`src/rtl/rw_seq_pkg.sv`:
```
// Shared types and widths for the write-then-read burst sequencer.
//   rw_state_e : sequencer phase encoding
//   CNT_W      : beat counter width
//   GAP_W      : turnaround counter width
package rw_seq_pkg;

  localparam int unsigned CNT_W = 8;
  localparam int unsigned GAP_W = 4;

  typedef enum logic [2:0] {
    IDLE  = 3'd0,
    WRITE = 3'd1,
    TURN  = 3'd2,
    READ  = 3'd3,
    FLUSH = 3'd4
  } rw_state_e;

endpackage

```
`src/rtl/rise_detect.sv`:
```
// Rising-edge detector for a level input.
//   clk, rst : clock and synchronous active-high reset
//   d        : level input
//   q_rose   : high in the cycle where d is 1 and was 0 on the previous edge
// The history register resets to 1 so a level already high through reset
// is not reported as a rising edge.
module rise_detect (
  input  logic clk,
  input  logic rst,
  input  logic d,
  output logic q_rose
);

  logic d_q;

  // Previous-cycle copy of d
  always_ff @(posedge clk) begin
    if (rst) begin
      d_q <= 1'b1;
    end else begin
      d_q <= d;
    end
  end

  assign q_rose = d & ~d_q;

endmodule

```
`src/rtl/rw_burst_sequencer.sv`:
```
// Sequences one write burst followed by one read burst on a single-port
// memory interface for every rising edge of start.
//   clk, rst     : clock, synchronous active-high reset
//   start        : request level; a transaction starts on its 0->1 edge
//   base_addr    : first address of both bursts (sampled on the start edge)
//   wr_data      : data for every write beat (sampled on the start edge)
//   mem_ready    : memory accepts the current beat when high
//   mem_rdata    : memory read data, captured when a read beat is accepted
//   wr, rd       : memory strobes (never high together)
//   addr, wdata  : beat address and write data
//   rdata_valid  : one-cycle pulse, rdata holds a newly returned word
//   rdata        : last captured read word
//   busy         : transaction in progress
//   done         : one-cycle pulse with the final rdata_valid
//   err          : one-cycle pulse when start rises while busy
module rw_burst_sequencer
  import rw_seq_pkg::*;
#(
  parameter int unsigned AW     = 8,
  parameter int unsigned DW     = 8,
  parameter int unsigned WR_LEN = 1,
  parameter int unsigned RD_LEN = 2,
  parameter int unsigned GAP    = 0
) (
  input  logic          clk,
  input  logic          rst,
  input  logic          start,
  input  logic [AW-1:0] base_addr,
  input  logic [DW-1:0] wr_data,
  input  logic          mem_ready,
  input  logic [DW-1:0] mem_rdata,
  output logic          wr,
  output logic          rd,
  output logic [AW-1:0] addr,
  output logic [DW-1:0] wdata,
  output logic          rdata_valid,
  output logic [DW-1:0] rdata,
  output logic          busy,
  output logic          done,
  output logic          err
);

  localparam logic [CNT_W-1:0] WR_LAST  = CNT_W'(WR_LEN - 1);
  localparam logic [CNT_W-1:0] RD_LAST  = CNT_W'(RD_LEN - 1);
  localparam logic [GAP_W-1:0] GAP_LAST = (GAP == 0) ? '0 : GAP_W'(GAP - 1);

  rw_state_e        state_q,  state_d;
  logic [AW-1:0]    addr_q,   addr_d;
  logic [AW-1:0]    base_q,   base_d;
  logic [DW-1:0]    wdata_q,  wdata_d;
  logic [DW-1:0]    rdata_q,  rdata_d;
  logic [CNT_W-1:0] cnt_q,    cnt_d;
  logic [GAP_W-1:0] gap_q,    gap_d;
  logic             wr_q,     wr_d;
  logic             rd_q,     rd_d;
  logic             busy_q,   busy_d;
  logic             done_q,   done_d;
  logic             err_q,    err_d;
  logic             rvalid_q, rvalid_d;
  logic             rose;

  rise_detect u_rise (
    .clk    (clk),
    .rst    (rst),
    .d      (start),
    .q_rose (rose)
  );

  // Next-state and next-output logic
  always_comb begin
    state_d  = state_q;
    addr_d   = addr_q;
    base_d   = base_q;
    wdata_d  = wdata_q;
    rdata_d  = rdata_q;
    cnt_d    = cnt_q;
    gap_d    = gap_q;
    wr_d     = wr_q;
    rd_d     = rd_q;
    busy_d   = busy_q;
    done_d   = 1'b0;
    err_d    = 1'b0;
    rvalid_d = 1'b0;

    case (state_q)
      IDLE: begin
        if (rose) begin
          state_d = WRITE;
          wr_d    = 1'b1;
          busy_d  = 1'b1;
          addr_d  = base_addr;
          base_d  = base_addr;
          wdata_d = wr_data;
          cnt_d   = '0;
        end
      end

      WRITE: begin
        if (wr_q && mem_ready) begin
          if (cnt_q == WR_LAST) begin
            // Read burst restarts from the original base address
            wr_d   = 1'b0;
            addr_d = base_q;
            cnt_d  = '0;
            gap_d  = '0;
            if (GAP == 0) begin
              state_d = READ;
              rd_d    = 1'b1;
            end else begin
              state_d = TURN;
            end
          end else begin
            addr_d = addr_q + AW'(1);
            cnt_d  = cnt_q + CNT_W'(1);
          end
        end
      end

      TURN: begin
        if (gap_q == GAP_LAST) begin
          state_d = READ;
          rd_d    = 1'b1;
        end else begin
          gap_d = gap_q + GAP_W'(1);
        end
      end

      READ: begin
        if (rd_q && mem_ready) begin
          rvalid_d = 1'b1;
          rdata_d  = mem_rdata;
          addr_d   = addr_q + AW'(1);
          if (cnt_q == RD_LAST) begin
            // done lines up with the last rdata_valid
            rd_d    = 1'b0;
            done_d  = 1'b1;
            state_d = FLUSH;
          end else begin
            cnt_d = cnt_q + CNT_W'(1);
          end
        end
      end

      FLUSH: begin
        state_d = IDLE;
        busy_d  = 1'b0;
      end

      default: begin
        state_d = IDLE;
        wr_d    = 1'b0;
        rd_d    = 1'b0;
        busy_d  = 1'b0;
      end
    endcase

    // A request while a transaction (including its done cycle) is live is dropped
    if (rose && (state_q != IDLE)) begin
      err_d = 1'b1;
    end
  end

  // State and output registers
  always_ff @(posedge clk) begin
    if (rst) begin
      state_q  <= IDLE;
      addr_q   <= '0;
      base_q   <= '0;
      wdata_q  <= '0;
      rdata_q  <= '0;
      cnt_q    <= '0;
      gap_q    <= '0;
      wr_q     <= 1'b0;
      rd_q     <= 1'b0;
      busy_q   <= 1'b0;
      done_q   <= 1'b0;
      err_q    <= 1'b0;
      rvalid_q <= 1'b0;
    end else begin
      state_q  <= state_d;
      addr_q   <= addr_d;
      base_q   <= base_d;
      wdata_q  <= wdata_d;
      rdata_q  <= rdata_d;
      cnt_q    <= cnt_d;
      gap_q    <= gap_d;
      wr_q     <= wr_d;
      rd_q     <= rd_d;
      busy_q   <= busy_d;
      done_q   <= done_d;
      err_q    <= err_d;
      rvalid_q <= rvalid_d;
    end
  end

  assign wr          = wr_q;
  assign rd          = rd_q;
  assign addr        = addr_q;
  assign wdata       = wdata_q;
  assign rdata       = rdata_q;
  assign rdata_valid = rvalid_q;
  assign busy        = busy_q;
  assign done        = done_q;
  assign err         = err_q;

endmodule

```
`config.mk`:
```
export PLATFORM = sky130hd
export DESIGN_NAME = rw_burst_sequencer
export DESIGN_NICKNAME = d
export VERILOG_FILES = /design/src/rtl/rw_seq_pkg.sv /design/src/rtl/rise_detect.sv /design/src/rtl/rw_burst_sequencer.sv
export SDC_FILE = /design/constraint.sdc
export NUM_CORES = 1
export LEC_CHECK = 0
export BUFFER_PORTS_ARGS = -buffer_cell sky130_fd_sc_hd__buf_4
export CAP_MARGIN = 40
export CORE_MARGIN = 5
export CORE_UTILIZATION = 25
export CTS_CLUSTER_DIAMETER = 200
export DETAILED_ROUTE_END_ITERATION = 10
export GPL_TIMING_DRIVEN = 0
export PLACE_DENSITY = 0.53
export SLEW_MARGIN = 10
export SYNTH_ARGS = -nofsm -noshare
export SYNTH_HDL_FRONTEND = slang
export SYNTH_SLANG_ARGS = --single-unit
```
`constraint.sdc`:
```
create_clock -name clk -period 4.85 [get_ports clk]
set_clock_uncertainty 0.1 [all_clocks]
set_input_delay 0.7275 -clock clk [delete_from_list [all_inputs] [get_ports clk]]
set_output_delay 0.7275 -clock clk [all_outputs]
set_load 0.01 [all_outputs]
```
==> impl_metrics.py <==
metrics = {
    "logic_synthesis": {
        "async_flop_share_pct": 0,
        "netlist_instances": 316,
        "synth_area_um2": 2580,
        "synth_compound_area_share_pct": 20.5,
        "yosysMostFrequentCell": "dfxtp_1",
        "yosysSeqAreaShare_pct": 41.9,
        "synth_largest_area_cell": "dfxtp_1",
        "synth_cell_types": 51,
        "synth_xor_area_share_pct": 0,
        "avgSynthCellArea_um2": 8.17,
        "synth_top_cell_area_share_pct": 41.9,
        "synth-adder-area-share_pct": 2.91,
        "ys_warn_count": 0,
        "synth_edf_count": 0,
        "ys_seq_elements": 54,
        "synth_common_cells": "dfxtp_1, nand2_1, a21oi_1, nor2_1, clkbuf_1",
        "synth_mux_area_share_pct": 4.31,
        "synth_fp_nets": 350,
        "synth_flop_cell": "dfxtp_1",
        "synth_top_family_by_area": "simple AND/OR/NAND/NOR gates",
        "synth-simple-area-share_pct": 25.3,
        "synth_area_leaders": "dfxtp_1, nand2_1, a21oi_1",
    },
    "placed_design": {
        "post-dp-hpwl_um": 5420,
        "gp_congestion": 0.795,
        "io_buffer_count": 56,
        "place_area_um2": 3170,
    },
    "grt": {
        "grt_overflow_total": 0,
        "grt_pass1_vias": 2389,
        "grt_max_degree": 18,
        "track_usage_pct": 11.5,
        "antenna_found_initial": 0,
        "grt_pass1_wl_um": 12000,
    },
    "min_path": {
        "hp-start": "wdata[4]$_SDFFE_PP0P_",
        "min_path_type": "flip-flop to flip-flop",
        "min_path_cells": 2,
        "whs_endpoint": "wdata[4]$_SDFFE_PP0P_",
    },
    "sta": {
        "max_freq_mhz": 406,
        "hold_viol": 0,
        "finalCriticalPeriod_ns": 2.46,
        "slew_headroom_pct": 53.9,
        "setup-tns-final_ns": 0,
        "rsz0062_at_grt": "no",
        "setup_viol_count_final": 0,
        "slew_viol_final": 0,
        "worst_pin_slew_ns": 0.689,
        "post-route-period-util_pct": 50.8,
    },
    "die": {
        "core_um2": 10200,
        "initial_utilization_pct": 25.4,
        "dieArea_um2": 12500,
        "rows": 37,
        "io_pins": 58,
        "die_w_um": 112,
        "die_y_um": 112,
    },
    "power_and_ir_drop": {
        "switchingPower_uw": 356,
        "ir_drop_uv": 163,
        "p_comb_share_pct": 26.9,
        "sw_frac_of_total_pct": 32.0,
        "p_int_uw": 756,
        "seq_power_share_pct": 44.0,
        "p_leak_nw": 1.21,
        "clkPwrFrac_pct": 29.1,
        "powerDensity_nw_per_um2": 337,
    },
    "layout": {
        "drive_above_1_share_pct": 20.3,
        "fill_cells": 1091,
        "fin_area_um2": 3290,
        "n_antenna_cell": 0,
        "nets": 413,
        "area_delta_synth_final_pct": 27.6,
    },
    "detailed_routing": {
        "drt_wl_total_um": 7280,
        "antenna_left": 0,
        "drt-wirelength-per-cell_um": 14.1,
        "via_count": 2473,
        "dr.pass1.iters": 4,
        "vias_per_cell": 4.79,
        "drt_iter0_drc": 121,
        "drc_errors": 0,
    },
    "worst_setup_path": {
        "path_class": "flip-flop to flip-flop",
        "end_kind": "flip-flop",
        "reg2reg_slack_ns": 2.39,
        "reg2reg_to": "addr[2]$_SDFFE_PP0P_",
        "reg2regPathDepth": 9,
        "critPathArrivalTime_ns": 2.57,
        "r2r_start": "cnt_q[1]$_SDFFE_PP0P_",
        "critPathRequiredTime_ns": 4.96,
        "crit_fanout": 10,
        "worstSetupStartpointType": "flip-flop",
    },
    "cts": {
        "numCtsBuffers": 5,
        "htreeDepth": 2,
        "cts_hold_buffers": 0,
        "cts_tree": "done",
        "cts_root_buffer": "clkbuf_8",
        "clk_pin_slew_ns": 0.10,
        "insertion_delay_ns": 0.30,
        "post_cts_buffers": 0,
        "cts_resized": 0,
        "clock_path_buffers": 2,
        "cts.sinks": 54,
    },
    "status": {
        "outcome": "complete, no violations",
    },
    "flow_run": {
        "cap_violations": 0,
    },
}
-- final cells by class --
type / instances / area (um2) / share of cell area [%]
multi-input cells: 231 / 1370 / 41.6
inverters: 10 / 37.5 / 1.14
repair buffers: 56 / 420 / 12.8
clock inverters: 2 / 38.8 / 1.18
plain buffers: 21 / 93.8 / 2.85
flip-flops and latches: 54 / 1080 / 32.8
clock buffers: 6 / 82.6 / 2.51
well taps: 136 / 170 / 5.17
-- metrics by stage --
stage | util [%] | worst slack, ns | total power [mW] | hold WS (ns) | cells
2_1_floorplan | - | 2.67 | 0.692 | 0.337 | 316
3_3_place_gp | 31.2 | 2.38 | 0.795 | 0.346 | 508
4_1_cts | 32.3 | 2.38 | 1.13 | 0.365 | 516
5_1_grt | 32.3 | 2.24 | 1.18 | 0.390 | 516
6_report | 32.3 | 2.39 | 1.11 | 0.362 | 516
3_5_place_dp | 31.2 | 2.35 | 0.798 | 0.350 | 508
-- registers in the layout, summed over array words and instances, names as in the netlist, 3 cells and up --
signal	count
cnt_q	8
state_q	3
gap_q	4
base_q	8
rdata	8
addr	8
wdata	8
-- how the worst max path moves through the flow --
| stage | depth (start not counted) | end | slack [ns] | start |
|---|---|---|---|---|
| 6_report | 9 | addr[2]$_SDFFE_PP0P_ | 2.39 | cnt_q[1]$_SDFFE_PP0P_ |
| 5_1_grt | 9 | addr[2]$_SDFFE_PP0P_ | 2.24 | cnt_q[0]$_SDFFE_PP0P_ |
| 3_3_place_gp | 7 | cnt_q[5]$_SDFFE_PP0P_ | 2.38 | start |
| 2_1_floorplan | 9 | addr[2]$_SDFFE_PP0P_ | 2.67 | cnt_q[0]$_SDFFE_PP0P_ |
| 4_1_cts | 9 | addr[2]$_SDFFE_PP0P_ | 2.38 | cnt_q[0]$_SDFFE_PP0P_ |
| 3_5_place_dp | 7 | cnt_q[5]$_SDFFE_PP0P_ | 2.35 | start |
-- power by group through the flow --
stage / registers (mW) / logic [mW] / clock network [mW]
after CTS: 0.489 / 0.299 / 0.337
after global routing: 0.493 / 0.330 / 0.356
after detailed placement: 0.499 / 0.299 / 0
after floorplan: 0.500 / 0.192 / 0
final: 0.489 / 0.299 / 0.324
after global placement: 0.498 / 0.297 / 0
-- layer usage --
layer  share of wire [%]  global-route usage, %  wire length, um  vias to the layer above
met5                   0                      0                0                        -
met4                 1.4                   2.92              102                        0
met3                 5.3                   2.61              388                        8
met2                  45                   18.4             3290                       65
met1                  48                   15.7             3500                     1157
li1                    -                      -                -                     1243
-- cells by family (layout without fill, tap and decap cells) --
| kind of cell | Yosys count | after routing |
|---|---|---|
| AO/OA/AOI/OAI | 79 | 79 |
| adder cells (fa/ha/maj) | 6 | 6 |
| buffers and inverters | 31 | 95 |
| flip-flops | 54 | 54 |
| multiplexers | 11 | 11 |
| AND/OR/NAND/NOR | 135 | 135 |
-- cell usage in the layout, fill, tap and decap left out, types with 3 or more instances in the layout --
master and instances:
inv_1 10, clkbuf_8 6, mux2i_1 10, a311oi_1 3, or3_1 3, nand2b_1 4
a2bb2oi_1 3, nor2b_1 8, o21ai_0 12, dfxtp_1 54, clkbuf_1 15, nand2_1 53
buf_2 3, nor3_1 7, nand3_1 9, buf_4 57, a21oi_1 35, nand4_1 5
nor4_1 3, or4_1 4, and2_1 3, nor2_1 24, o21a_1 3, a311o_1 4
ha_1 6, nand3b_1 3
-- worst max-delay path, cell delays in order (launching register included) --
cell     delay [ns]
dfxtp_1        0.38
inv_1          0.11
ha_1           0.15
or4b_1         0.45
buf_2          0.19
o31ai_4        0.36
buf_4          0.26
nor2_1         0.05
o21a_1         0.16
o21a_1         0.17
Power figures use the tool's default switching activity.
